--- config.mk ---
export PLATFORM = sky130hd
export DESIGN_NAME = exec_sequencer
export DESIGN_NICKNAME = d
export VERILOG_FILES = /design/src/rtl/exec_seq_pkg.sv /design/src/rtl/opcode_legal_check.sv /design/src/rtl/exec_sequencer.sv
export SDC_FILE = /design/constraint.sdc
export NUM_CORES = 1
export LEC_CHECK = 0
export ABC_AREA = 0
export BUFFER_PORTS_ARGS = -buffer_cell sky130_fd_sc_hd__buf_2
export CAP_MARGIN = 20
export CORE_MARGIN = 4
export CORE_UTILIZATION = 40
export CTS_BUF_LIST = sky130_fd_sc_hd__clkbuf_16
export CTS_CLUSTER_DIAMETER = 200
export DETAILED_ROUTE_END_ITERATION = 12
export GPL_TIMING_DRIVEN = 0
export REMOVE_ABC_BUFFERS = 1
export SLEW_MARGIN = 20
export SYNTH_ARGS = -nofsm -noshare
export SYNTH_HDL_FRONTEND = slang
export SYNTH_SLANG_ARGS = --single-unit
--- constraint.sdc ---
create_clock -name clk -period 2.7 [get_ports clk]
set_input_delay 0.135 -clock clk [delete_from_list [all_inputs] [get_ports clk]]
set_output_delay 0.135 -clock clk [all_outputs]
set_load 0.02 [all_outputs]
--- src/rtl/exec_seq_pkg.sv ---
// Shared definitions for the execution sequencer and the opcode legality check:
// state encodings, halt cause codes and the table of accepted major opcodes.
package exec_seq_pkg;

   typedef enum logic [1:0] {
      ST_BOOT    = 2'd0,
      ST_EXEC    = 2'd1,
      ST_IO_WAIT = 2'd2,
      ST_HALT    = 2'd3
   } state_e;

   typedef enum logic [1:0] {
      HC_NONE       = 2'd0,
      HC_EBREAK     = 2'd1,
      HC_ILLEGAL    = 2'd2,
      HC_IO_TIMEOUT = 2'd3
   } halt_cause_e;

   localparam logic [6:0] OPC_SYSTEM = 7'b1110011;

   localparam int N_LEGAL = 15;

   // Current RV32I encodings first, then the legacy encodings still decoded.
   localparam logic [6:0] LEGAL_OPCODES [N_LEGAL] = '{
      7'b0110011, 7'b0010011, 7'b0000011, 7'b0100011, 7'b1100011,
      7'b1100111, 7'b1101111, 7'b0110111, 7'b0010111,
      7'b0000000, 7'b0000100, 7'b0101100, 7'b0110000, 7'b0110100,
      7'b0111000
   };

endpackage

--- src/rtl/opcode_legal_check.sv ---
// Combinational opcode legality check, shared with the trap unit.
// Ports:
//   opcode : instr[6:0]
//   legal  : 1 when opcode is one of LEGAL_OPCODES
module opcode_legal_check
   import exec_seq_pkg::*;
(
   input  logic [6:0] opcode,
   output logic       legal
);

   always_comb begin
      legal = 1'b0;
      for (int i = 0; i < N_LEGAL; i++) begin
         if (opcode == LEGAL_OPCODES[i]) legal = 1'b1;
      end
   end

endmodule

--- src/rtl/exec_sequencer.sv ---
// Multi-cycle sequencer between the control unit and the datapath. Gates PC
// update, register write and data enables so IO accesses can stall the core on
// io_ready, halts on EBREAK / illegal opcode / IO timeout, and counts retired
// instructions.
// Ports:
//   clk, reset_n                 : clock, async active-low reset
//   opcode, funct3               : instruction fields from the datapath
//   cu_data_read_en/_write_en    : data access requests from the control unit
//   cu_reg_write_en              : register write request from the control unit
//   is_io, io_ready              : IO address flag and IO completion handshake
//   pc_write_en                  : allow pc_current <= pc_next
//   data_read_en/_write_en       : gated data enables
//   reg_write_en                 : gated register write
//   io_req                       : one-cycle pulse at IO access start
//   halted, halt_cause           : core stopped, and why
//   instret                      : retired-instruction count
//
// state      | meaning
// -----------+---------------------------------------------------------
// ST_BOOT    | one settle cycle for instruction memory after reset
// ST_EXEC    | decode / execute single-cycle instructions, launch IO
// ST_IO_WAIT | PC frozen, data enables held until io_ready or timeout
// ST_HALT    | core stopped until reset, halt_cause held
module exec_sequencer
   import exec_seq_pkg::*;
#(
   parameter int IO_TIMEOUT = 255,
   parameter int TO_W       = 8,
   parameter int INSTRET_W  = 32
) (
   input  logic                 clk,
   input  logic                 reset_n,
   input  logic [6:0]           opcode,
   input  logic [2:0]           funct3,
   input  logic                 cu_data_read_en,
   input  logic                 cu_data_write_en,
   input  logic                 cu_reg_write_en,
   input  logic                 is_io,
   input  logic                 io_ready,
   output logic                 pc_write_en,
   output logic                 data_read_en,
   output logic                 data_write_en,
   output logic                 reg_write_en,
   output logic                 io_req,
   output logic                 halted,
   output logic [1:0]           halt_cause,
   output logic [INSTRET_W-1:0] instret
);

   state_e                 state_q, state_d;
   halt_cause_e            halt_cause_q, halt_cause_d;
   logic [TO_W-1:0]        wait_cnt_q, wait_cnt_d;
   logic [INSTRET_W-1:0]   instret_q, instret_d;
   logic                   io_rd_q, io_rd_d;
   logic                   io_wr_q, io_wr_d;
   logic                   opc_legal;

   opcode_legal_check u_legal (
      .opcode (opcode),
      .legal  (opc_legal)
   );

   always_ff @(posedge clk or negedge reset_n) begin
      if (!reset_n) begin
         state_q      <= ST_BOOT;
         halt_cause_q <= HC_NONE;
         wait_cnt_q   <= '0;
         instret_q    <= '0;
         io_rd_q      <= 1'b0;
         io_wr_q      <= 1'b0;
      end else begin
         state_q      <= state_d;
         halt_cause_q <= halt_cause_d;
         wait_cnt_q   <= wait_cnt_d;
         instret_q    <= instret_d;
         io_rd_q      <= io_rd_d;
         io_wr_q      <= io_wr_d;
      end
   end

   always_comb begin
      state_d       = state_q;
      halt_cause_d  = halt_cause_q;
      wait_cnt_d    = wait_cnt_q;
      instret_d     = instret_q;
      io_rd_d       = io_rd_q;
      io_wr_d       = io_wr_q;
      pc_write_en   = 1'b0;
      data_read_en  = 1'b0;
      data_write_en = 1'b0;
      reg_write_en  = 1'b0;
      io_req        = 1'b0;
      halted        = 1'b0;

      case (state_q)
         ST_BOOT: state_d = ST_EXEC;

         ST_EXEC: begin
            if (opcode == OPC_SYSTEM && funct3 == 3'b000) begin
               state_d      = ST_HALT;
               halt_cause_d = HC_EBREAK;
            end else if (!opc_legal) begin
               state_d      = ST_HALT;
               halt_cause_d = HC_ILLEGAL;
            end else if ((cu_data_read_en || cu_data_write_en) && is_io) begin
               data_read_en  = cu_data_read_en;
               data_write_en = cu_data_write_en;
               io_req        = 1'b1;
               io_rd_d       = cu_data_read_en;
               io_wr_d       = cu_data_write_en;
               wait_cnt_d    = '0;
               state_d       = ST_IO_WAIT;
            end else begin
               data_read_en  = cu_data_read_en;
               data_write_en = cu_data_write_en;
               reg_write_en  = cu_reg_write_en;
               pc_write_en   = 1'b1;
               instret_d     = instret_q + INSTRET_W'(1);
            end
         end

         ST_IO_WAIT: begin
            // io_ready takes priority over a timeout in the same cycle.
            if (io_ready) begin
               pc_write_en   = 1'b1;
               data_read_en  = io_rd_q;
               data_write_en = io_wr_q;
               reg_write_en  = cu_reg_write_en;
               instret_d     = instret_q + INSTRET_W'(1);
               state_d       = ST_EXEC;
            end else if (wait_cnt_q == TO_W'(IO_TIMEOUT - 1)) begin
               state_d      = ST_HALT;
               halt_cause_d = HC_IO_TIMEOUT;
            end else begin
               data_read_en  = io_rd_q;
               data_write_en = io_wr_q;
               wait_cnt_d    = wait_cnt_q + TO_W'(1);
            end
         end

         ST_HALT: halted = 1'b1;

         default: state_d = ST_BOOT;
      endcase
   end

   assign halt_cause = halt_cause_q;
   assign instret    = instret_q;

endmodule

==> impl_metrics.tcl, run 1 <==
set metrics [dict create \
    die_area_mm2 0.00794 \
    clkTransAtPathRegs_ns 0.06 \
    synth.lib_cells_used.distinct 55 \
    ios 57 \
    cts_made_buffers 5 \
    io_buffers 56 \
    syn-mean-instance-area_um2 9.93 \
    drv.max_cap_violation_count 0 \
    dominantRegCellSynth "sky130_fd_sc_hd__dfrtp_1" \
    drt-pass1-iter-count 4 \
    cp_cell_sequence "inv_1 > ha_1 > nor2b_1 > nor3b_2 > nand3_2 > nor4b_1 > xor2_1" \
    grt_pass1_wl_um 10200 \
    max-vdd-ir-drop_mv 0.540 \
    netlist.area_leader.share 0.437 \
    fin_crit_ns 2.46 \
    num_rows 29 \
    clock_tree.buffer_depth 2 \
    drive_gt1_frac 0.251 \
    cp_data_required_time_ns 2.91 \
    final_cell_count_no_fill 400 \
    standard_cell_with_the_maximum_stage_delay_on_the_critical_path "sky130_fd_sc_hd__dfrtp_1" \
    place_worst_setup_slack_ns -0.00865 \
    rrSetupSlack_ns 0.24 \
    hold_viol_final 0 \
    detailedPlacementHpwl_um 4240 \
    number_of_global_route_vias_before_repair 2147 \
    outcome "finished clean" \
    dr.first_iter.drc_count 84 \
    post-route-period-util 0.911 \
    yosysSeqAreaShare 0.437 \
    global_route.overflow_total 0 \
    number_of_warning_messages_in_the_yosys_log 0 \
    fillerInstances 609 \
    die_width_um 89.1 \
    critical_path_buf_inv_count 1 \
    place.gp.congestion 0.801 \
    number_of_nets_with_antenna_violations_after_routing 0 \
    vias 2207 \
    ff_latch_area_mm2 0.00115 \
    worstSetupPathType "flop to flop" \
    worst_slew_pin_slew_ns 0.658 \
    top_cells_by_area_in_the_synthesized_netlist "sky130_fd_sc_hd__dfrtp_1 44%, sky130_fd_sc_hd__xor2_1 8.3%, sky130_fd_sc_hd__nand2_1 3.9%" \
    slew_headroom 0.562 \
    groute.usage.overall 0.164 \
    grt_start_max_net_pins 47 \
    fp.coreArea_mm2 0.00639 \
    place_inst 390 \
    cellLeakagePower_nw 1.53 \
    critPathMaxStageDelay_ns 0.41 \
    cts_root_buf "sky130_fd_sc_hd__clkbuf_16" \
    setup_slack_ns 0.241 \
    crit_path_start_kind "flop" \
    min_to "io_wr_q" \
    cts_tree "yes" \
    finClkSkew_ns 0.00432 \
    routed_via_density 5.52 \
    cts_sinks 46 \
    worst_hold_path_stage_count 3 \
    setup_viol 0 \
    fp.dieH_um 89.1 \
    reg2reg_depth 7 \
    worstReg2RegEnd "instret[12]" \
    hold_path_class "input pin to flop" \
    proportion_of_register_bits_with_asynchronous_set_or_reset_after_synthesis 1.00 \
    start_util 0.412 \
    timing.critical_path.fanout_max 14 \
    cts-htree-levels 2 \
    crit-reg2reg-launch "state_q[0]" \
    power_density_mw_per_mm2 796 \
    critical_path.endpoint_type "flop" \
    post_drt_wl_per_cell_um 14.8 \
    detail_route.drc_violations 0 \
    nets 346 \
    synth_top_area_cell "sky130_fd_sc_hd__dfrtp_1" \
    total_of_flip_flops_plus_latches_after_synthesis 46 \
    fmax_ghz 0.407 \
    synth_cells 265 \
    area_growth_syn_to_layout_pct 20.0 \
    antenna-diode-count 0 \
    arrival_ns 2.67 \
    insertion_delay_ns 0.28 \
    final_max_slew_viol_count 0 \
    antenna_found_initial 0 \
    synth_cell_area_mm2 0.00263 \
    synth_edf_count 0 \
    holdCritStartpoint "cu_data_write_en" \
    detail_route.wirelength_um 5920 \
    multi_input_area_mm2 0.00140 \
    crit_family "simple AND/OR/NAND/NOR gates" \
    unrepaired_setup_endpoints_after_global_routing "false" \
    startpoint "state_q[0]" \
]
## worst register-to-register path, cell delays in order (launching register included)
cell                      delay [ns]
sky130_fd_sc_hd__dfrtp_1        0.41
sky130_fd_sc_hd__inv_1          0.08
sky130_fd_sc_hd__ha_1           0.37
sky130_fd_sc_hd__nor2b_1        0.27
sky130_fd_sc_hd__nor3b_2        0.32
sky130_fd_sc_hd__nand3_2        0.34
sky130_fd_sc_hd__nor4b_1        0.40
sky130_fd_sc_hd__xor2_1         0.18
## placed cells by master (no fill, tap or decap), drive strengths merged, types with 2 or more instances in the layout
cell type / count
buf: 58
dfrtp: 46
nand2: 27
xor2: 25
nor3: 16
nand3: 16
nor4: 13
nand4: 10
nor2: 10
inv: 9
a31oi: 8
ha: 7
o21ai: 7
a21oi: 7
xnor2: 6
clkbuf: 5
nor4b: 5
nand2b: 4
nor3b: 4
nor2b: 3
mux2i: 3
nand4b: 2
or2: 2
a32oi: 2
o22a: 2
a41oi: 2
a221o: 2
mux2: 2
## kinds of logic after synthesis
kind of cell | Yosys count | synth area share
simple gates | 117 | 0.251
fa+ha+maj | 7 | 0.0333
flops | 46 | 0.437
xor+xnor | 31 | 0.103
mux | 5 | 0.0214
buf+inv | 17 | 0.0314
compound gates | 42 | 0.123
## report_power, final
group	internal [mW]	total, mW	switching [mW]
Sequential	0.789	0.889	0.0992
Clock	0.433	0.690	0.257
Combinational	0.347	0.936	0.589
## state kept, by name, summed over array words and instances (netlist names)
name,cells
wait_cnt_q,8
io_wr_q,1
instret,32
state_q,2
halt_cause,2
io_rd_q,1
## worst max-delay path by stage
stage                    endpoint  cells after the start
global placement      instret[29]                      7
global route          instret[10]                      7
CTS                   instret[12]                      7
finish                instret[12]                      7
floorplan           wait_cnt_q[1]                      6
detailed placement    instret[15]                      7
## routing by layer
metal | global-route usage | wire length [um] | vias up
met5 | 0 | 0 | -
li1 | - | - | 1093
met4 | 0.0514 | 73 | 0
met3 | 0.0332 | 245 | 4
met1 | 0.224 | 2830 | 1071
met2 | 0.261 | 2770 | 39
## layout make-up
cell class | count | share of cell area
multi-input combinational | 202 | 0.444
sequential | 46 | 0.364
timing repair buffer | 59 | 0.0987
clock buffer | 5 | 0.0396
tap | 77 | 0.0305
clock inverter | 3 | 0.0131
inverter | 8 | 0.00951
## cells in the mapped netlist (all sizes together), types with 2 or more instances
cell type / n
dfrtp: 46
nand2: 27
xor2: 25
nand3: 16
nor3: 16
nor4: 13
nand4: 10
nor2: 10
a31oi: 8
inv: 8
a21oi: 7
ha: 7
o21ai: 7
xnor2: 6
buf: 5
nor4b: 5
clkbuf: 4
nand2b: 4
nor3b: 4
mux2i: 3
nor2b: 3
a221o: 2
a32oi: 2
a41oi: 2
mux2: 2
nand4b: 2
o22a: 2
or2: 2
## timing repair
action	4_1_cts	5_1_grt
hold endpoints to repair	0	46
setup buffers	1	0
resized for setup	0	1
pin swaps	1	0
endpoints found under the setup margin	3	12
hold buffers	0	1
## stage by stage
step	TNS, ns	total power, mW	hold WS (ns)	utilization	cell area (um^2)
floorplan	0	1.56	-0.161	-	2580
global placement	-0.00378	1.81	0.381	0.463	2960
detailed placement	-0.0152	1.84	0.377	0.465	2970
CTS	0	2.55	0.0724	0.492	3140
global route	0	2.68	0.196	0.495	3160
finish	0	2.52	0.178	0.495	3160
Note: power is estimated with default switching activity, not from simulation.
==> run 2: changes to the inputs <==
--- a/config.mk
+++ b/config.mk
@@ -13,7 +13,6 @@
 export CTS_BUF_LIST = sky130_fd_sc_hd__clkbuf_16
 export CTS_CLUSTER_DIAMETER = 200
 export DETAILED_ROUTE_END_ITERATION = 12
-export GPL_TIMING_DRIVEN = 0
 export REMOVE_ABC_BUFFERS = 1
 export SLEW_MARGIN = 20
 export SYNTH_ARGS = -nofsm -noshare
==> run 2 against run 1 <==
Global-route usage rose by 0.75 points. Register-to-register slack improved by 0.24 ns. Flip-flop and latch count did not move. Critical path type unchanged. Highest routed layer unchanged.
==> impl_metrics.tcl, run 2 (synthesis results as in run 1) <==
set metrics [dict create \
    outcome "finished clean" \
    power_density_mw_per_mm2 786 \
    fp.dieH_um 89.1 \
    fillerInstances 621 \
    antenna_found_initial 0 \
    groute.usage.overall 0.171 \
    cp_data_required_time_ns 2.91 \
    most_common_library_cell_in_the_layout_ignoring_fill_and_taps "sky130_fd_sc_hd__buf_2" \
    start_util 0.412 \
    setup_tns_ns 0 \
    final_cell_count_no_fill 406 \
    insertion_delay_ns 0.29 \
    power.switching_mw 0.966 \
    unrepaired_setup_endpoints_after_global_routing "false" \
    hold_path_class "input pin to flop" \
    cp_cell_sequence "inv_1 > ha_1 > nor2b_1 > nor3b_2 > nand3_1 > nor4b_1 > xor2_1" \
    crit_path_start_kind "flop" \
    cts_setup_buffers 0 \
    crit_family "simple AND/OR/NAND/NOR gates" \
    drt-pass1-iter-count 5 \
    fmax_ghz 0.451 \
    power.share.combinational 0.402 \
    power.clock.fraction 0.242 \
    final_max_slew_viol_count 0 \
    standard_cell_with_the_maximum_stage_delay_on_the_critical_path "sky130_fd_sc_hd__nor4b_1" \
    setup_slack_ns 0.484 \
    detail_route.wirelength_um 6220 \
    detail_route.drc_violations 0 \
    reg2reg_depth 7 \
    startpoint "state_q[0]" \
    setup_viol 0 \
    cts_root_buf "sky130_fd_sc_hd__clkbuf_16" \
    holdCritStartpoint "cu_data_write_en" \
    worstReg2RegEnd "instret[10]" \
    critical_path_buf_inv_count 1 \
    cts.repair.resized 0 \
    detailedPlacementHpwl_um 4440 \
    cts_sinks 46 \
    io_buffers 56 \
    num_rows 29 \
    crit-reg2reg-launch "state_q[0]" \
    place.gp.congestion 0.847 \
    dr.first_iter.drc_count 88 \
    fp.coreArea_mm2 0.00639 \
    power_report.internal_total_mw 1.52 \
    place_worst_setup_slack_ns 0.449 \
    cts-htree-levels 2 \
    number_of_global_route_vias_before_repair 2232 \
    nets 352 \
    worst_slew_pin_slew_ns 0.611 \
    cts_made_buffers 5 \
    routed_via_density 5.52 \
    worstSetupPathType "flop to flop" \
    slew_headroom 0.589 \
    die_width_um 89.1 \
    post_cts_hold_buffer_count 0 \
    cts_tree "yes" \
    number_of_nets_with_antenna_violations_after_routing 0 \
    clock_tree.buffer_depth 2 \
    finClkSkew_ns 0.00491 \
    ios 57 \
    clkTransAtPathRegs_ns 0.06 \
    place_inst 397 \
    rrSetupSlack_ns 0.48 \
    hold_viol_final 0 \
    total_power_mw 2.49 \
    critical_path.endpoint_type "flop" \
    critPathMaxStageDelay_ns 0.44 \
    grt_start_max_net_pins 47 \
    vias 2241 \
    global_route.overflow_total 0 \
    die_area_mm2 0.00794 \
    timing.critical_path.fanout_max 12 \
    post_drt_wl_per_cell_um 15.3 \
    sw_frac_of_total 0.388 \
    max-vdd-ir-drop_mv 0.452 \
    drv.max_cap_violation_count 0 \
    min_to "io_wr_q" \
    worst_hold_path_stage_count 3 \
    area_growth_syn_to_layout_pct 20.4 \
    p_seq_frac 0.357 \
    largest_reg_flops 32 \
    fin_crit_ns 2.22 \
    cellLeakagePower_nw 1.55 \
    antenna-diode-count 0 \
    arrival_ns 2.43 \
    grt_pass1_wl_um 10700 \
    layout_common_cells "55 x sky130_fd_sc_hd__buf_2, 46 x sky130_fd_sc_hd__dfrtp_1, 27 x sky130_fd_sc_hd__nand2_1" \
    post-route-period-util 0.821 \
    drive_gt1_frac 0.261 \
]
==> run 2: worst max path at each step <==
stage / to / depth (start not counted)
final: instret[10] / 7
after global routing: instret[12] / 7
after CTS: instret[10] / 7
after detailed placement: instret[10] / 7
after global placement: instret[10] / 7
after floorplan: wait_cnt_q[1] / 6
==> run 2: worst reg2reg max path, stage by stage, from the launching register on <==
cell and delay [ns]:
sky130_fd_sc_hd__dfrtp_1 0.40, sky130_fd_sc_hd__inv_1 0.07, sky130_fd_sc_hd__ha_1 0.21, sky130_fd_sc_hd__nor2b_1 0.16, sky130_fd_sc_hd__nor3b_2 0.26, sky130_fd_sc_hd__nand3_1 0.43, sky130_fd_sc_hd__nor4b_1 0.44, sky130_fd_sc_hd__xor2_1 0.17
==> run 2: final cells by class <==
class / count / area (um^2) / area share
Inverter: 8 / 30.0 / 0.00947
Clock inverter: 3 / 16.3 / 0.00513
Tap cell: 77 / 96.3 / 0.0304
Clock buffer: 5 / 125 / 0.0395
Timing Repair Buffer: 65 / 353 / 0.111
Multi-Input combinational cell: 202 / 1400 / 0.441
Sequential cell: 46 / 1150 / 0.363
==> run 2: through the flow <==
step	instance area [um^2]	util	hold slack (ns)
finish	3170	0.496	0.170
CTS	3160	0.494	0.0915
global placement	3020	0.472	0.392
detailed placement	3020	0.472	0.396
global route	3170	0.496	0.190
floorplan	2580	-	-0.161
==> run 2: power by group through the flow <==
stage	Sequential, mW	Clock [mW]	Combinational (mW)
final	0.888	0.602	1.00
after global placement	0.897	0	1.01
after detailed placement	0.899	0	1.01
after floorplan	0.955	0	0.603
after CTS	0.888	0.619	1.01
after global routing	0.906	0.652	1.12
==> run 2: per-layer routing <==
layer | up-vias | global-route usage | share of wire | wire length [um]
met2 | 50 | 0.273 | 0.47 | 2930
met1 | 1080 | 0.236 | 0.46 | 2880
met4 | 0 | 0.0474 | 0.011 | 68
met3 | 6 | 0.0369 | 0.055 | 341
li1 | 1105 | - | - | -
met5 | - | 0 | 0 | 0
